--- config.mk ---
export PLATFORM = sky130hd
export DESIGN_NAME = cpu_sequencer_flat
export DESIGN_NICKNAME = d
export VERILOG_FILES = /design/src/rtl/cpu_sequencer_if.sv /design/src/rtl/cpu_sequencer.sv /design/src/flat_wrapper.sv
export SDC_FILE = /design/constraint.sdc
export NUM_CORES = 1
export LEC_CHECK = 0
export ABC_AREA = 0
export CAP_MARGIN = 20
export CORE_MARGIN = 1
export CORE_UTILIZATION = 26
export DETAILED_ROUTE_END_ITERATION = 12
export GPL_TIMING_DRIVEN = 0
export PLACE_DENSITY = 0.49
export SLEW_MARGIN = 20
export SYNTH_ARGS = -nofsm -noshare
export SYNTH_HDL_FRONTEND = slang
export SYNTH_SLANG_ARGS = --single-unit
--- constraint.sdc ---
create_clock -name clk -period 2.3 [get_ports clk]
set_input_delay 0.345 -clock clk [delete_from_list [all_inputs] [get_ports clk]]
set_output_delay 0.345 -clock clk [all_outputs]
set_load 0.01 [all_outputs]
--- src/rtl/cpu_sequencer_if.sv ---
// Control bundle between the cpu_sequencer and the datapath/memory side.
// The step input exists only when SINGLE_STEP_EN is defined.
interface cpu_sequencer_if #(
  parameter int CNT_W = 16
);
  logic [7:0]       instr;
  logic             zero_flag;
  logic             mem_ready;
  logic             mem_req;
  logic             mem_we;
  logic             addr_sel;
  logic             ir_load;
  logic             pc_inc;
  logic             pc_load;
  logic             reg_write;
  logic             wb_sel;
  logic [2:0]       alu_op;
  logic             halted;
  logic             illegal_op;
  logic [CNT_W-1:0] retired;
  logic [2:0]       state_dbg;
`ifdef SINGLE_STEP_EN
  logic             step;

  modport master (
    input  instr, zero_flag, mem_ready, step,
    output mem_req, mem_we, addr_sel, ir_load, pc_inc, pc_load,
           reg_write, wb_sel, alu_op, halted, illegal_op, retired, state_dbg
  );

  modport slave (
    output instr, zero_flag, mem_ready, step,
    input  mem_req, mem_we, addr_sel, ir_load, pc_inc, pc_load,
           reg_write, wb_sel, alu_op, halted, illegal_op, retired, state_dbg
  );
`else
  modport master (
    input  instr, zero_flag, mem_ready,
    output mem_req, mem_we, addr_sel, ir_load, pc_inc, pc_load,
           reg_write, wb_sel, alu_op, halted, illegal_op, retired, state_dbg
  );

  modport slave (
    output instr, zero_flag, mem_ready,
    input  mem_req, mem_we, addr_sel, ir_load, pc_inc, pc_load,
           reg_write, wb_sel, alu_op, halted, illegal_op, retired, state_dbg
  );
`endif
endinterface

--- src/rtl/cpu_sequencer.sv ---
// Multi-cycle control FSM for the 8-bit CPU: fetch/decode/exec/mem/imm with req/ready memory handshake.
// Optional macro SINGLE_STEP_EN adds a step input and a PAUSE state entered after every retire.
module cpu_sequencer #(
  parameter int CNT_W        = 16,
  parameter int ILLEGAL_HALT = 0
) (
  input  logic            clk,
  input  logic            reset,
  cpu_sequencer_if.master bus
);

  localparam logic [2:0] S_IDLE   = 3'd0;
  localparam logic [2:0] S_FETCH  = 3'd1;
  localparam logic [2:0] S_DECODE = 3'd2;
  localparam logic [2:0] S_EXEC   = 3'd3;
  localparam logic [2:0] S_MEM    = 3'd4;
  localparam logic [2:0] S_IMM    = 3'd5;
  localparam logic [2:0] S_HALT   = 3'd6;
`ifdef SINGLE_STEP_EN
  localparam logic [2:0] S_PAUSE  = 3'd7;
  localparam logic [2:0] S_AFTER_RETIRE = S_PAUSE;
`else
  localparam logic [2:0] S_AFTER_RETIRE = S_FETCH;
`endif

  localparam logic [3:0] OP_NOP  = 4'h0;
  localparam logic [3:0] OP_ADD  = 4'h1;
  localparam logic [3:0] OP_SUB  = 4'h2;
  localparam logic [3:0] OP_AND  = 4'h3;
  localparam logic [3:0] OP_OR   = 4'h4;
  localparam logic [3:0] OP_LDI  = 4'h5;
  localparam logic [3:0] OP_LD   = 4'h6;
  localparam logic [3:0] OP_ST   = 4'h7;
  localparam logic [3:0] OP_JMP  = 4'h8;
  localparam logic [3:0] OP_BEQ  = 4'h9;
  localparam logic [3:0] OP_HALT = 4'hF;

  localparam logic [2:0] ALU_ADD = 3'b000;
  localparam logic [2:0] ALU_SUB = 3'b001;
  localparam logic [2:0] ALU_AND = 3'b010;
  localparam logic [2:0] ALU_OR  = 3'b011;

  logic [2:0]       state_q, state_d;
  logic [CNT_W-1:0] retired_q, retired_d;

  logic [3:0] opcode;
  logic       mem_ready;
  logic       illegal_halt_en;

  logic       mem_req, mem_we, addr_sel, ir_load, pc_inc, pc_load;
  logic       reg_write, wb_sel, halted, illegal_op, retire;
  logic [2:0] alu_op;

  assign opcode          = bus.instr[7:4];
  assign mem_ready       = bus.mem_ready;
  assign illegal_halt_en = (ILLEGAL_HALT != 0);

  // State register and retired-instruction counter
  always_ff @(posedge clk) begin
    if (reset) begin
      state_q   <= S_IDLE;
      retired_q <= '0;
    end else begin
      state_q   <= state_d;
      retired_q <= retired_d;
    end
  end

  assign retired_d = retire ? retired_q + CNT_W'(1) : retired_q;

  // Next-state logic
  always_comb begin
    state_d = state_q;
    case (state_q)
      S_IDLE:   state_d = S_FETCH;
      S_FETCH:  if (mem_ready) state_d = S_DECODE;
      S_DECODE: state_d = S_EXEC;
      S_EXEC: begin
        case (opcode)
          OP_NOP, OP_ADD, OP_SUB, OP_AND, OP_OR, OP_JMP, OP_BEQ:
                          state_d = S_AFTER_RETIRE;
          OP_LDI:         state_d = S_IMM;
          OP_LD, OP_ST:   state_d = S_MEM;
          OP_HALT:        state_d = S_HALT;
          default:        state_d = illegal_halt_en ? S_HALT : S_AFTER_RETIRE;
        endcase
      end
      S_IMM:    if (mem_ready) state_d = S_AFTER_RETIRE;
      S_MEM:    if (mem_ready) state_d = S_AFTER_RETIRE;
      S_HALT:   state_d = S_HALT;
`ifdef SINGLE_STEP_EN
      S_PAUSE:  if (bus.step) state_d = S_FETCH;
`endif
      default:  state_d = S_IDLE;
    endcase
  end

  // Output decode from registered state plus live instr/zero_flag/mem_ready
  always_comb begin
    mem_req    = 1'b0;
    mem_we     = 1'b0;
    addr_sel   = 1'b0;
    ir_load    = 1'b0;
    pc_inc     = 1'b0;
    pc_load    = 1'b0;
    reg_write  = 1'b0;
    wb_sel     = 1'b0;
    alu_op     = ALU_ADD;
    halted     = 1'b0;
    illegal_op = 1'b0;
    retire     = 1'b0;
    case (state_q)
      S_FETCH: begin
        mem_req = 1'b1;
        ir_load = mem_ready;
        pc_inc  = mem_ready;
      end
      S_EXEC: begin
        case (opcode)
          OP_NOP: retire = 1'b1;
          OP_ADD: begin alu_op = ALU_ADD; reg_write = 1'b1; retire = 1'b1; end
          OP_SUB: begin alu_op = ALU_SUB; reg_write = 1'b1; retire = 1'b1; end
          OP_AND: begin alu_op = ALU_AND; reg_write = 1'b1; retire = 1'b1; end
          OP_OR:  begin alu_op = ALU_OR;  reg_write = 1'b1; retire = 1'b1; end
          OP_LDI, OP_LD, OP_ST: retire = 1'b0;
          OP_JMP: begin pc_load = 1'b1;          retire = 1'b1; end
          OP_BEQ: begin pc_load = bus.zero_flag; retire = 1'b1; end
          OP_HALT: retire = 1'b1;
          default: begin illegal_op = 1'b1; retire = 1'b1; end
        endcase
      end
      S_IMM: begin
        mem_req = 1'b1;
        if (mem_ready) begin
          reg_write = 1'b1;
          wb_sel    = 1'b1;
          pc_inc    = 1'b1;
          retire    = 1'b1;
        end
      end
      S_MEM: begin
        mem_req  = 1'b1;
        addr_sel = 1'b1;
        mem_we   = (opcode == OP_ST);
        if (mem_ready) begin
          reg_write = (opcode == OP_LD);
          wb_sel    = (opcode == OP_LD);
          retire    = 1'b1;
        end
      end
      S_HALT: halted = 1'b1;
      default: retire = 1'b0;
    endcase
  end

  // Reset masks every output so an abandoned access can never fire a write enable
  assign bus.mem_req    = mem_req    & ~reset;
  assign bus.mem_we     = mem_we     & ~reset;
  assign bus.addr_sel   = addr_sel   & ~reset;
  assign bus.ir_load    = ir_load    & ~reset;
  assign bus.pc_inc     = pc_inc     & ~reset;
  assign bus.pc_load    = pc_load    & ~reset;
  assign bus.reg_write  = reg_write  & ~reset;
  assign bus.wb_sel     = wb_sel     & ~reset;
  assign bus.alu_op     = reset ? 3'b000 : alu_op;
  assign bus.halted     = halted     & ~reset;
  assign bus.illegal_op = illegal_op & ~reset;
  assign bus.retired    = retired_q;
  assign bus.state_dbg  = reset ? 3'b000 : state_q;

endmodule

--- src/flat_wrapper.sv ---
// flat-port wrapper written by rule: the top's interface ports become plain ports
module cpu_sequencer_flat 
#(
  parameter int CNT_W        = 16,
  parameter int ILLEGAL_HALT = 0
)
  (clk, reset, bus_instr, bus_zero_flag, bus_mem_ready, bus_mem_req, bus_mem_we, bus_addr_sel, bus_ir_load, bus_pc_inc, bus_pc_load, bus_reg_write, bus_wb_sel, bus_alu_op, bus_halted, bus_illegal_op, bus_retired, bus_state_dbg);
  cpu_sequencer_if #(.CNT_W(CNT_W)) bus_i ();
  input  logic clk;
  input  logic reset;
  input wire logic [$bits(bus_i.instr)-1:0] bus_instr;
  input wire logic [$bits(bus_i.zero_flag)-1:0] bus_zero_flag;
  input wire logic [$bits(bus_i.mem_ready)-1:0] bus_mem_ready;
  output wire logic [$bits(bus_i.mem_req)-1:0] bus_mem_req;
  output wire logic [$bits(bus_i.mem_we)-1:0] bus_mem_we;
  output wire logic [$bits(bus_i.addr_sel)-1:0] bus_addr_sel;
  output wire logic [$bits(bus_i.ir_load)-1:0] bus_ir_load;
  output wire logic [$bits(bus_i.pc_inc)-1:0] bus_pc_inc;
  output wire logic [$bits(bus_i.pc_load)-1:0] bus_pc_load;
  output wire logic [$bits(bus_i.reg_write)-1:0] bus_reg_write;
  output wire logic [$bits(bus_i.wb_sel)-1:0] bus_wb_sel;
  output wire logic [$bits(bus_i.alu_op)-1:0] bus_alu_op;
  output wire logic [$bits(bus_i.halted)-1:0] bus_halted;
  output wire logic [$bits(bus_i.illegal_op)-1:0] bus_illegal_op;
  output wire logic [$bits(bus_i.retired)-1:0] bus_retired;
  output wire logic [$bits(bus_i.state_dbg)-1:0] bus_state_dbg;
  assign bus_i.instr = bus_instr;
  assign bus_i.zero_flag = bus_zero_flag;
  assign bus_i.mem_ready = bus_mem_ready;
  assign bus_mem_req = bus_i.mem_req;
  assign bus_mem_we = bus_i.mem_we;
  assign bus_addr_sel = bus_i.addr_sel;
  assign bus_ir_load = bus_i.ir_load;
  assign bus_pc_inc = bus_i.pc_inc;
  assign bus_pc_load = bus_i.pc_load;
  assign bus_reg_write = bus_i.reg_write;
  assign bus_wb_sel = bus_i.wb_sel;
  assign bus_alu_op = bus_i.alu_op;
  assign bus_halted = bus_i.halted;
  assign bus_illegal_op = bus_i.illegal_op;
  assign bus_retired = bus_i.retired;
  assign bus_state_dbg = bus_i.state_dbg;
  cpu_sequencer #(.CNT_W(CNT_W), .ILLEGAL_HALT(ILLEGAL_HALT)) u_core (.clk(clk), .reset(reset), .bus(bus_i));
endmodule
# Word-level counts from Yosys, hierarchy flattened
# Index checks and enable logic that the tools add are counted.
[word_totals]
reg_bits = 19
latch_bits = 0
ram_bits = 0
rom_bits = 0
mem_count = 0
[classes]
addsub = 1
mul = 0
n_div = 0
order_cmp = 0
n_eq_ne = 18
n_shift = 0
muxes = 25
bitwise_logic = 11
n_reduce_logical = 9
[ops]
columns = ["operator", "count"]
rows = [
  ["case mux 3 bit (6 select lines)", 1],
  ["adder 16 x 1 -> 16 bit (second input constant)", 1],
  ["== test 4 x 3 -> 1 bit (second input constant)", 4],
  ["two-way mux 3 bit", 5],
  ["== test 4 bit (second input constant)", 3],
  ["two-way mux 1 bit", 12],
  ["OR reduction 11 bit", 1],
  ["bitwise AND 1 bit", 10],
  ["== test 3 bit (second input constant)", 3],
  ["case mux 3 bit (3 select lines)", 1],
  ["== test 4 x 2 -> 1 bit (second input constant)", 2],
  ["case mux 1 bit (2 select lines)", 4],
  ["== test 3 x 2 -> 1 bit (second input constant)", 2],
  ["case mux 2 bit (3 select lines)", 1],
  ["OR reduction 3 bit", 2],
  ["== test 4 x 1 -> 1 bit (second input constant)", 1],
  ["zero test 4 bit", 1],
  ["OR reduction 2 bit", 2],
  ["OR reduction 4 bit", 1],
  ["== test 3 x 1 -> 1 bit (second input constant)", 1],
  ["zero test 3 bit", 1],
  ["case mux 1 bit (3 select lines)", 1],
  ["!= test 2 x 1 -> 1 bit (second input constant)", 1],
  ["!= test 2 bit (second input constant)", 1],
  ["other kinds (2)", 2],
]

# Logic depth before layout (Yosys ltp)
[depth]
word_depth = 5
depth_mapped = 6
mapped_depth_nobuf = 5

# Worst setup path before layout
# OpenSTA, ideal clock, no wires.
[synth_timing]
kind = "input to output"
startpoint = "input reset"
endpoint = "output bus_illegal_op"
t_arrival_ps = 1534
required_ps = 1955
path_slack_ps = 421
stages = 6
cell_sequence = "clkbuf_1 > nand2b_1 > inv_1 > nand3b_1 > or2_2 > nor3_1"
[synth_between]
elab_chain_len = 2
[synth_lines]
columns = ["element", "line_no", "source"]
rows = [
  ["from (decl)", "flat_wrapper.sv:10", "input logic reset;"],
  ["inverter 1 bit", "cpu_sequencer.sv:167", "assign bus.illegal_op = illegal_op & ~reset;"],
  ["bitwise AND 1 bit", "cpu_sequencer.sv:167", ""],
  ["to (decl)", "flat_wrapper.sv:24", "output wire logic [$bits(bus_i.illegal_op)-1:0] bus_illegal_op;"],
]
# No other way between the ends.

# Worst setup path in the final report
[layout_timing]
startpoint = "input bus_instr[7]"
endpoint = "output bus_illegal_op"
[layout_between]
elab_chain_len = 5
elab_cells_between_ends = 15
[layout_lines]
columns = ["element", "line_no", "source"]
rows = [
  ["from (decl)", "flat_wrapper.sv:11", "input wire logic [$bits(bus_i.instr)-1:0] bus_instr;"],
  ["== test 4 x 1 -> 1 bit, or another cell as far along", "cpu_sequencer.sv:119", "case (opcode)"],
  ["OR reduction 11 bit (no line) *", "-", ""],
  ["two-way mux 1 bit *", "cpu_sequencer.sv:119", ""],
  ["two-way mux 1 bit *", "cpu_sequencer.sv:112", "case (state_q)"],
  ["bitwise AND 1 bit *", "cpu_sequencer.sv:167", ""],
]
# Every way passes the cells marked *; elsewhere a longest branch is shown, timed or not.

==> results by group <==
Layout
  – Antenna cells: 0
  – FILL cells: 529
  – Commonest non-fill, non-tap cells in the layout: 28 x clkdlybuf4s50_1, 21 x nor2_1, 19 x dfxtp_1
  – Share of layout cells above drive strength 1: 15.1%
  – Commonest non-fill, non-tap cell in the layout: clkdlybuf4s50_1
  – Final core occ: 38.1%
  – Nets@finish: 226
  – Layout Cells excl Fill: 279
  – Syn-to-layout area delta: 38.0%

STA
  – Clk_skew: 0.00178 ns
  – Fin crit share: 94.2%
  – Final setup slack of the worst path: 0.133 ns
  – Final Max Tran Viols: 0
  – FMAX: 461 MHz
  – Worst-margin pin slew: 0.560 ns
  – Fin crit period: 2.17 ns
  – RSZ-0062 raised after global routing: false
  – Hold WS: 0.534 ns
  – Final hold vios: 0
  – Count of final setup violators: 0
  – Slew margin rel.: 62.4%

Synth
  – Netlist cell types: 46
  – Average cell area after synthesis: 7.84 um^2
  – Async SR Flop Fraction: 0%
  – Area contributors post-synth: dfxtp_1 28%, mux2_2 10%, nor2b_1 6.1%, nor2_1 5.9%, a21oi_1 4.1%
  – Top cell type's share of synthesized area: 28.4%
  – Register bit total from synthesis: 19
  – Syn Inst Count: 171
  – Synth warnings: 0
  – EDFF count, synth: 0
  – Mapped Nets: 184
  – Mapped cell area: 1340 um^2
  – Post-synth top flop: dfxtp_1
  – Sequential element share of the synthesized area: 28.4%
  – Area leader, netlist: dfxtp_1

CTS
  – Clk sinks: 19
  – Clock Latency Late Sink: 0.25 ns
  – CTS max path bufs: 2
  – Htree depth: 1
  – TritonCTS clock tree: built
  – Num CTS Buffers: 3
  – Worst-path clk slew: 0.07 ns
  – CTS Root Cell: clkbuf_8

Run
  – Max Cap Viol: 0

Die
  – Initial Util: 27.6%
  – Die Height: 73.8 um
  – # IOs: 44
  – CORE AREA: 4850 um^2
  – Die X: 73.8 um
  – Rows: 25
  – Die footprint: 5440 um^2

Worst setup path
  – CP max stage cell: clkdlybuf4s50_1
  – CP peak stage delay: 0.58 ns
  – Crit. End Element: output port
  – Worst setup SP type: input pin
  – Crit-path max FO: 6
  – Worst Path Class, Setup: input pin to output port
  – Worst path cell trace: clkdlybuf4s50_1 > inv_1 > or2_2 > nor3_1 > dlygate4sd2_1
  – Worst endpoint required time: 1.96 ns
  – CP arrival: 1.82 ns

Global route
  – GR Util met3: 3.02%
  – Most used routing layer: met2
  – Largest net degree at the start of global routing: 11
  – Initial antenna violation count: 0
  – Grt ovf: 0
  – First-pass GRT wire length: 5.73 mm
  – Global Route Usage Sum: 13.4%
  – Met2 Use GR: 22.7%
  – Vias in the first global route: 1,253
  – Grt met1 use: 17.7%

Placed design
  – DP HPWL: 2.50 mm
  – Placer congestion estimate: 0.746
  – Placed Instances: 273
  – PortBufs: 35
  – Setup WS pre-CTS: -0.493 ns

Power
  – P_leak: 0.000733 uW
  – Maximum VDD drop: 171 uV
  – Tot Pwr: 673 uW
  – Pwr/cell area: 364 nW/um^2

Drt
  – Count of TritonRoute iterations in the first routing pass: 4
  – Total detailed-routing wirelength: 3.44 mm
  – DRC viols: 0
  – Via Count: 1,309
  – Via density per instance: 4.69
  – Drt wl/cell: 12.3 um
  – DRT iter0 DRCs: 41
  – Antenna Nets Post-Route: 0

Status
  – Status: finished clean

Min path
  – Worst min path class: register to register
==> cell usage after synthesis (2+ instances only) <==
master and number:
a211oi_1 6, a21oi_1 11, a31oi_1 2, and3_1 3, and3b_1 3, buf_2 3
buf_4 2, clkbuf_1 7, dfxtp_1 19, inv_1 7, mux2_2 12, nand2_1 9
nand2b_1 4, nand3_1 8, nand3b_1 2, nand4_1 2, nor2_1 21, nor2b_1 13
nor3_1 8, o21ai_0 3
==> metal layers <==
layer | routed length (um) | part of all wire [%] | vias to the layer above
met4 | 28 | 0.81 | 0
met1 | 1700 | 49 | 598
met3 | 122 | 3.5 | 2
met2 | 1590 | 46 | 26
met5 | 0 | 0 | -
li1 | - | - | 683
==> registers in the layout, summed over array words and instances, names as in the netlist <==
register and count:
u_core.state_q 3, u_core.bus.retired 16
==> critical path, delay by kind of cell <==
kind | cells | cell delay [ns]
buf+inv | 3 | 1.01
simple gates | 2 | 0.47
==> logic make-up after synthesis <==
kind of cell | Yosys count | share of synthesized area, %
other cells | 1 | 0.280
xor+xnor | 1 | 0.654
buf+inv | 19 | 6.16
simple gates | 82 | 33.9
flops | 19 | 28.4
mux | 13 | 10.9
fa+ha+maj | 2 | 1.68
compound gates | 34 | 18.0
==> what timing repair did <==
| action | CTS | global route |
|---|---|---|
| pin swaps | 1 | 0 |
| setup endpoints to repair | 6 | 3 |
| gates resized for setup | 14 | 3 |
| hold buffers | 0 | 0 |
| gates cloned | 0 | 0 |
| buffers inserted | 1 | 1 |
| endpoints found under the hold margin | 0 | 0 |
==> stage by stage <==
step / TNS [ns] / area (um^2)
5_1_grt: 0 / 1850
4_1_cts: 0 / 1840
3_5_place_dp: -1.29 / 1770
6_report: 0 / 1850
3_3_place_gp: -1.33 / 1770
2_1_floorplan: 0 / 1340
==> cell type report <==
cell class                      instances  area, um^2  area share [%]
Multi-Input combinational cell        133         877            47.4
Sequential cell                        19         380            20.6
Buffer                                 12        80.1            4.33
Tap cell                               67        83.8            4.53
Clock buffer                            4        45.0            2.44
Timing Repair Buffer                   37         357            19.3
Inverter                                7        26.3            1.42
==> where the power goes <==
group	internal, uW	total, uW	switching [uW]
Combinational	43.9	101	57.6
Sequential	332	336	3.70
Clock	123	235	112
Total	499	673	174
==> final timing paths <==
kind	from	to	slack (ns)	cells past startpoint
setup / recovery	bus_instr[7]	bus_illegal_op	0.13	5
hold reg to reg	u_core.bus.retired[1]	u_core.bus.retired[1]	0.53	2
setup reg to reg	u_core.bus.retired[1]	u_core.bus.retired[10]	0.48	5
hold / removal	u_core.bus.retired[1]	u_core.bus.retired[1]	0.53	2
Note: power is estimated with default switching activity, not from simulation.
